--- src/rtl/qspi_psram_pkg.sv ---
// rtl/qspi_psram_pkg.sv - opcodes, FSM state type and timing constants for qspi_psram_arb
package qspi_psram_pkg;

  localparam logic [7:0]  OP_QREAD  = 8'hEB;
  localparam logic [7:0]  OP_QWRITE = 8'h38;
  localparam int unsigned DESEL_CYC = 1;

  typedef enum logic [2:0] {
    ST_IDLE,
    ST_CMD,
    ST_ADDR,
    ST_WAIT,
    ST_DATA,
    ST_DESEL
  } state_e;

endpackage

--- src/rtl/qspi_nib_shifter.sv ---
// rtl/qspi_nib_shifter.sv - 16-bit load/shift register, nibble out at the MSB end, nibble in at the LSB end
module qspi_nib_shifter (
  input  logic        clk,
  input  logic        bacreset,
  input  logic        load_i,
  input  logic [15:0] load_data_i,
  input  logic        shift_i,
  input  logic [3:0]  nib_i,
  output logic [3:0]  nib_o,
  output logic [3:0]  low_nib_o
);

  logic [15:0] sr_q;

  always_ff @(posedge clk or posedge bacreset) begin
    if (bacreset) begin
      sr_q <= '0;
    end else if (load_i) begin
      sr_q <= load_data_i;
    end else if (shift_i) begin
      sr_q <= {sr_q[11:0], nib_i};
    end
  end

  assign nib_o     = sr_q[15:12];
  assign low_nib_o = sr_q[3:0];

endmodule

--- src/rtl/qspi_psram_arb.sv ---
// rtl/qspi_psram_arb.sv - QPI PSRAM line scheduler: video bursts into a line buffer, then CPU byte slots
// Optional PSRAM_PAGE_WRAP_EN keeps video bursts inside the 2 KB page of vid_base.
module qspi_psram_arb
  import qspi_psram_pkg::*;
#(
  parameter int unsigned AW         = 24,
  parameter int unsigned BURSTS     = 5,
  parameter int unsigned BURST_LEN  = 16,
  parameter int unsigned WAIT_CYC   = 6,
  parameter int unsigned SLOT_LIMIT = 229,
  parameter int unsigned VBUF_AW    = 7
) (
  input  logic               clk,
  input  logic               bacreset,
  input  logic               line_start,
  input  logic [AW-1:0]      vid_base,
  input  logic               cpu_req,
  input  logic               cpu_we,
  input  logic [AW-1:0]      cpu_addr,
  input  logic [7:0]         cpu_wdata,
  output logic [7:0]         cpu_rdata,
  output logic               cpu_ack,
  output logic               vbuf_we,
  output logic [VBUF_AW-1:0] vbuf_addr,
  output logic [7:0]         vbuf_data,
  output logic               ps_cs_n,
  output logic               ps_sck_en,
  output logic               qio_oe,
  output logic [3:0]         qio_out,
  input  logic [3:0]         qio_in,
  output logic               slots_left
);

  localparam int unsigned ADDR_NIB = AW / 4;
  localparam int unsigned SW       = $clog2(SLOT_LIMIT + 1);
  localparam int unsigned BW       = $clog2(BURSTS + 1);
  localparam int unsigned BL_SH    = $clog2(BURST_LEN);

  state_e             state_q;
  logic [7:0]         cnt_q;
  logic               is_vid_q, is_wr_q;
  logic [BW-1:0]      burst_idx_q;
  logic [SW-1:0]      slot_cnt_q;
  logic [AW-1:0]      vid_base_q, addr_sr_q;
  logic [7:0]         wdata_q;
  logic               cs_n_q, sck_en_q, oe_q, ack_q, vbuf_we_q;
  logic [7:0]         rdata_q, vbuf_data_q;
  logic [VBUF_AW-1:0] vbuf_addr_q;

  logic [AW-1:0] vid_addr;
  logic          vid_pending, start_vid, start_cpu, chunk_ld;
  logic          sh_load, sh_shift;
  logic [15:0]   sh_ld_data;
  logic [3:0]    sh_nib, sh_low;
  logic [7:0]    rx_byte, data_last;

`ifdef PSRAM_PAGE_WRAP_EN
  logic [10:0] page_off;
  assign page_off = 11'(burst_idx_q) << BL_SH;
  assign vid_addr = {vid_base_q[AW-1:11], vid_base_q[10:0] + page_off};
`else
  logic [AW-1:0] burst_off;
  assign burst_off = AW'(burst_idx_q) << BL_SH;
  assign vid_addr  = vid_base_q + burst_off;
`endif

  assign slots_left  = slot_cnt_q < SW'(SLOT_LIMIT);
  assign vid_pending = burst_idx_q < BW'(BURSTS);
  // A line_start cycle never launches a transaction, so the new line's video wins the next IDLE.
  assign start_vid   = (state_q == ST_IDLE) && !line_start && vid_pending;
  assign start_cpu   = (state_q == ST_IDLE) && !line_start && !vid_pending && cpu_req && slots_left;
  assign rx_byte     = {sh_low, qio_in};
  assign data_last   = is_vid_q ? 8'(2 * BURST_LEN - 1) : 8'd1;

  // The 16-bit shifter holds four address nibbles at a time; reload it every fourth nibble.
  assign chunk_ld = ((state_q == ST_CMD) && (cnt_q == 8'd1)) ||
                    ((state_q == ST_ADDR) && (cnt_q != 8'(ADDR_NIB - 1)) && (cnt_q[1:0] == 2'd3));

  always_comb begin
    sh_load    = 1'b0;
    sh_shift   = 1'b0;
    sh_ld_data = '0;
    if (start_vid || start_cpu) begin
      sh_load    = 1'b1;
      sh_ld_data = {(start_cpu && cpu_we) ? OP_QWRITE : OP_QREAD, 8'h00};
    end else if (chunk_ld) begin
      sh_load    = 1'b1;
      sh_ld_data = addr_sr_q[AW-1 -: 16];
    end else if ((state_q == ST_ADDR) && (cnt_q == 8'(ADDR_NIB - 1))) begin
      sh_load    = is_wr_q;
      sh_ld_data = {wdata_q, 8'h00};
    end else if (state_q inside {ST_CMD, ST_ADDR, ST_DATA}) begin
      sh_shift   = 1'b1;
    end
  end

  qspi_nib_shifter u_shifter (
    .clk         (clk),
    .bacreset    (bacreset),
    .load_i      (sh_load),
    .load_data_i (sh_ld_data),
    .shift_i     (sh_shift),
    .nib_i       (qio_in),
    .nib_o       (sh_nib),
    .low_nib_o   (sh_low)
  );

  always_ff @(posedge clk or posedge bacreset) begin
    if (bacreset) begin
      state_q     <= ST_IDLE;
      cnt_q       <= '0;
      is_vid_q    <= 1'b0;
      is_wr_q     <= 1'b0;
      burst_idx_q <= BW'(BURSTS);
      slot_cnt_q  <= '0;
      vid_base_q  <= '0;
      addr_sr_q   <= '0;
      wdata_q     <= '0;
      cs_n_q      <= 1'b1;
      sck_en_q    <= 1'b0;
      oe_q        <= 1'b0;
      ack_q       <= 1'b0;
      rdata_q     <= '0;
      vbuf_we_q   <= 1'b0;
      vbuf_addr_q <= '0;
      vbuf_data_q <= '0;
    end else begin
      ack_q     <= 1'b0;
      vbuf_we_q <= 1'b0;
      if (vbuf_we_q) vbuf_addr_q <= vbuf_addr_q + 1'b1;
      if (chunk_ld)  addr_sr_q   <= addr_sr_q << 16;
      case (state_q)
        ST_IDLE: begin
          if (start_vid || start_cpu) begin
            state_q   <= ST_CMD;
            cnt_q     <= '0;
            cs_n_q    <= 1'b0;
            sck_en_q  <= 1'b1;
            oe_q      <= 1'b1;
            is_vid_q  <= start_vid;
            is_wr_q   <= start_cpu && cpu_we;
            wdata_q   <= cpu_wdata;
            addr_sr_q <= start_vid ? vid_addr : cpu_addr;
            if (slot_cnt_q != SW'(SLOT_LIMIT)) slot_cnt_q <= slot_cnt_q + 1'b1;
            if (start_vid) burst_idx_q <= burst_idx_q + 1'b1;
          end
        end
        ST_CMD: begin
          if (cnt_q == 8'd1) begin
            state_q <= ST_ADDR;
            cnt_q   <= '0;
          end else begin
            cnt_q <= cnt_q + 8'd1;
          end
        end
        ST_ADDR: begin
          if (cnt_q == 8'(ADDR_NIB - 1)) begin
            cnt_q <= '0;
            if (is_wr_q) begin
              state_q <= ST_DATA;
            end else begin
              state_q <= ST_WAIT;
              oe_q    <= 1'b0;
            end
          end else begin
            cnt_q <= cnt_q + 8'd1;
          end
        end
        ST_WAIT: begin
          if (cnt_q == 8'(WAIT_CYC - 1)) begin
            state_q <= ST_DATA;
            cnt_q   <= '0;
          end else begin
            cnt_q <= cnt_q + 8'd1;
          end
        end
        ST_DATA: begin
          if (cnt_q[0] && !is_wr_q) begin
            vbuf_we_q   <= is_vid_q;
            vbuf_data_q <= rx_byte;
          end
          if (cnt_q == data_last) begin
            state_q  <= ST_DESEL;
            cnt_q    <= '0;
            cs_n_q   <= 1'b1;
            sck_en_q <= 1'b0;
            oe_q     <= 1'b0;
            if (!is_vid_q) begin
              ack_q <= 1'b1;
              if (!is_wr_q) rdata_q <= rx_byte;
            end
          end else begin
            cnt_q <= cnt_q + 8'd1;
          end
        end
        ST_DESEL: begin
          if (cnt_q == 8'(DESEL_CYC - 1)) state_q <= ST_IDLE;
          else                            cnt_q   <= cnt_q + 8'd1;
        end
        default: state_q <= ST_IDLE;
      endcase
      if (line_start) begin
        slot_cnt_q  <= '0;
        burst_idx_q <= '0;
        vbuf_addr_q <= '0;
        vid_base_q  <= vid_base;
      end
    end
  end

  assign ps_cs_n   = cs_n_q;
  assign ps_sck_en = sck_en_q;
  assign qio_oe    = oe_q;
  assign qio_out   = oe_q ? sh_nib : 4'h0;
  assign cpu_ack   = ack_q;
  assign cpu_rdata = rdata_q;
  assign vbuf_we   = vbuf_we_q;
  assign vbuf_addr = vbuf_addr_q;
  assign vbuf_data = vbuf_data_q;

endmodule
--- config.mk ---
export PLATFORM = sky130hd
export DESIGN_NAME = qspi_psram_arb
export DESIGN_NICKNAME = d
export VERILOG_FILES = /design/src/rtl/qspi_psram_pkg.sv /design/src/rtl/qspi_nib_shifter.sv /design/src/rtl/qspi_psram_arb.sv
export SDC_FILE = /design/constraint.sdc
export NUM_CORES = 1
export LEC_CHECK = 0
export ABC_AREA = 1
export ABC_CLOCK_PERIOD_IN_PS = 4300
export CORE_MARGIN = 2
export CORE_UTILIZATION = 47
export CTS_CLUSTER_SIZE = 14
export DETAILED_ROUTE_END_ITERATION = 10
export GPL_TIMING_DRIVEN = 1
export PLACE_DENSITY = 0.73
export SETUP_SLACK_MARGIN = 0.5
export SYNTH_ARGS = -nofsm -noshare
export SYNTH_HDL_FRONTEND = slang
export SYNTH_SLANG_ARGS = --single-unit
--- constraint.sdc ---
create_clock -name clk -period 4.3 [get_ports clk]
set_clock_uncertainty 0.2 [all_clocks]
set_input_delay 0.645 -clock clk [delete_from_list [all_inputs] [get_ports clk]]
set_output_delay 0.645 -clock clk [all_outputs]
set_load 0.02 [all_outputs]
==> reports/metrics.csv <==
stage,metric,value,unit
die,die_h,123.8,µm
setup_path,critPathSlowestCell,nand2_2,
timing,worst_pin_slew,0.9421,ns
setup_path,slowest_delay,0.47,ns
die,rows,43,
die,die_w,123.8,µm
finish,nets,1083,
clock_tree,clkSinkCount,124,
die,top_level_ports,98,
timing,max_freq,319.2,MHz
global_route,grt_start_max_net_pins,46,
setup_path,start_kind,input port,
pwr,switching_share,38.85,%
setup_path,critical_path.endpoint,cnt_q[6],
clock_tree,cts_resized,0,
setup_path,cp_data_required_time,4.40,ns
pwr,power_frac_seq,34.2,%
clock_tree,cts_hold_buffers,0,
finish,syn2layout_area_growth,26.08,%
global_route,grt.total_usage,23.51,%
die,die-area,15320,µm²
drt,drt_iter0_drc,442,
global_route,gr-total-overflow,0,
drt,drc,0,
global_route,grt_pass1_vias,5717,
clock_tree,clk_latency,0.42,ns
synthesis,synth_seq_cells,124,
clock_tree,numCtsBuffers,17,
pwr,p_leak,4.072,nW
setup_path,cp.depth,9,
synthesis,synth_edf_count,0,
placement,io_buffers,97,
placement,hpwl,12.53,mm
synthesis,synth_top_area_share,44.92,%
clock_tree,clk_path_buf_depth,2,
timing,post-route-min-period,3.133,ns
pwr,total_power,5.351,mW
timing,min_period_over_period,72.85,%
synthesis,yosysSeqAreaShare,46.09,%
setup_path,timing.rr.end,cnt_q[6],
finish,layout-drive-gt1-share,6.673,%
die,design.core.area,13930,µm²
drt,ant_nets,0,
timing,relSlewSlack,37.12,%
setup_path,arrival,3.23,ns
pwr,peakVddDrop,0.0003651,V
clock_tree,cts_max_level,4,
setup_path,path_buf_inv,3,
pwr,intPower,3.272,mW
synthesis,yosysWarnings,0,
setup_path,cp_max_fo,26,
timing,hold_viol_final,0,
job,max-cap-violations,0,
worst_hold_path,hp-class,register to register,
finish,final_area,8498,µm²
setup_path,crit_family,simple AND/OR/NAND/NOR gates,
placement,place_area,7865,µm²
drt,routed_wl,17.21,mm
timing,finalSetupTns,0,ns
timing,grt_setup_unrepaired,false,
timing,setup_viol,0,
timing,holdWs,0.2819,ns
setup_path,critPathMostFrequentCell,nand2_1,
synthesis,synth_cell_type_count,38,
finish,diodes,0,
setup_path,reg2regPathDepth,10,
synthesis,synthFlopType,dfrtp_1,
setup_path,path_class,input port to register,
clock_tree,cts_tree,yes,
drt,first_pass_iters,5,
synthesis,postSynthCellCount,913,
placement,place_inst,1167,
clock_tree,post_cts_buffers,0,
pwr,comb_power_share,37.0,%
setup_path,crit_chain,clkdlybuf4s50_1 -> inv_2 -> nand3_2 -> nand2_2 -> inv_2 -> nand2_1 -> nand2_1 -> nand2_1 -> nand3_1,
outcome,outcome,completed,
die,start_util,48.37,%
clock_tree,clk_pin_slew_worst_paths,0.06,ns
placement,preCtsSetupSlack,0.7233,ns
timing,drv_slew,0,
setup_path,cp-startpoint,line_start,
global_route,antenna_found_initial,0,
timing,setup_ws,1.167,ns
synthesis,postSynth.asyncResetShare,100.0,%
drt,wl_per_cell,14.35,µm
drt,viasPerCell,5.136,
synthesis,syn_nets,990,
synthesis,syn_area_per_cell,7.382,µm²
pwr,switching_power,2.079,mW
drt,vias,6158,
setup_path,ff2ff_setup_slack,1.39,ns
synthesis,yosys.area.top_type,dfrtp_1,
clock_tree,cts_root_buffer,clkbuf_16,
pwr,powerDensity,629.7,nW/µm²
pwr,p_clk_share,28.8,%
synthesis,synth.area.top_cells,"dfrtp_1, nand2_1, o21ai_0",
setup_path,r2r_start,state_q[0],
synthesis,syn_area,6740,µm²
placement,finalWeightedCongestion,0.9339,
setup_path,crit_path_end_kind,register,
finish,final_cells,1199,
finish,final_util,60.99,%
global_route,grt_pass1_wl,27.84,mm
cell type report:
| class | instances | area [µm²] |
|---|---|---|
| Fill cell | 1267 | 5436 |
| Multi-Input combinational cell | 658 | 3109 |
| Inverter | 103 | 390.4 |
| Timing Repair Buffer | 102 | 1033 |
| Sequential cell | 124 | 3107 |
| Clock inverter | 13 | 190.2 |
| Clock buffer | 19 | 442.9 |
| Tap cell | 180 | 225.2 |
cell usage after synthesis, types with 2 or more instances:
master,count
o22ai_1,2
ha_1,11
buf_4,2
inv_1,93
nand2_4,2
xor2_1,11
nand2_1,315
nand3b_1,2
nor2_4,3
nand3_2,3
buf_2,14
xnor2_1,2
nor2_2,6
dfstp_2,3
o31ai_1,5
clkbuf_1,10
nand2_2,2
a21oi_1,24
inv_2,10
dfrtp_1,121
nand4_1,12
nor2_1,64
and2_1,2
o211ai_1,10
nand3_1,61
nor3_1,18
o21ai_0,73
o21ai_1,22
flip-flops by register name (all words and copies together) (netlist names), 7 cells and up:
name / flops
vid_base_q: 24
addr_sr_q: 24
wdata_q: 8
slot_cnt_q: 8
cnt_q: 8
u_shifter.sr_q: 16
vbuf_data: 8
vbuf_addr: 7
cpu_rdata: 8
worst min path at each step:
stage                             startpoint                  to  slack (ns)  cells after the start
after floorplan                     is_vid_q             cpu_ack        0.24                      1
after global placement     u_shifter.sr_q[9]   u_shifter.sr_q[9]        0.26                      2
after detailed placement          wdata_q[0]          wdata_q[0]        0.27                      2
after CTS                 u_shifter.sr_q[11]  u_shifter.sr_q[11]        0.28                      2
after global routing       u_shifter.sr_q[9]   u_shifter.sr_q[9]        0.30                      2
final                             wdata_q[0]          wdata_q[0]        0.28                      2
worst reg2reg max path, stage by stage (launching register included):
cell,delay (ns)
dfrtp_1,0.48
nor2_1,0.24
nand2_1,0.09
inv_2,0.07
nand3_2,0.28
nand2_2,0.48
inv_2,0.31
nand2_1,0.25
nand2_1,0.22
nand2_1,0.11
nand3_1,0.06
cells by family (layout without fill, tap and decap cells):
| logic type | after synthesis | in the layout | synth area share (%) |
|---|---|---|---|
| xor gates and xnor gates | 13 | 13 | 1.689 |
| and+or+nand+nor | 494 | 494 | 31.06 |
| buffers and inverters | 131 | 237 | 7.778 |
| AOI/OAI and AO/OA | 139 | 139 | 11.05 |
| DFF | 124 | 124 | 46.09 |
| adders and majority gates | 12 | 12 | 2.339 |
power by group through the flow:
stage	logic (mW)	registers, mW	clock network [mW]
floorplan	1.35	1.85	0
global placement	1.94	1.84	0
detailed placement	1.96	1.84	0
CTS	1.98	1.82	1.56
global route	2.24	1.87	1.60
finish	1.98	1.83	1.54
routing by layer:
layer  track usage (%)  routed length, µm
met5                 0                  0
met4             8.878                307
met3             4.441                805
met2             36.06               7874
met1             33.16               8218
placed cells by master, fill, tap and decap left out, types with 2 or more instances in the layout:
cell and instances:
a21oi_1 24, and2_1 2, buf_12 2, buf_4 3, bufinv_16 4, clkbuf_16 17
clkdlybuf4s50_1 97, clkinv_4 2, clkinvlp_4 5, dfrtp_1 121, dfstp_2 3, ha_1 11
inv_1 92, inv_2 10, inv_6 2, nand2_1 315, nand2_2 2, nand2_4 2
nand3_1 61, nand3_2 3, nand3b_1 2, nand4_1 12, nor2_1 64, nor2_2 6
nor2_4 3, nor3_1 18, o211ai_1 10, o21ai_0 73, o21ai_1 22, o22ai_1 2
o31ai_1 5, xnor2_1 2, xor2_1 11
(Power assumes the default switching activity.)
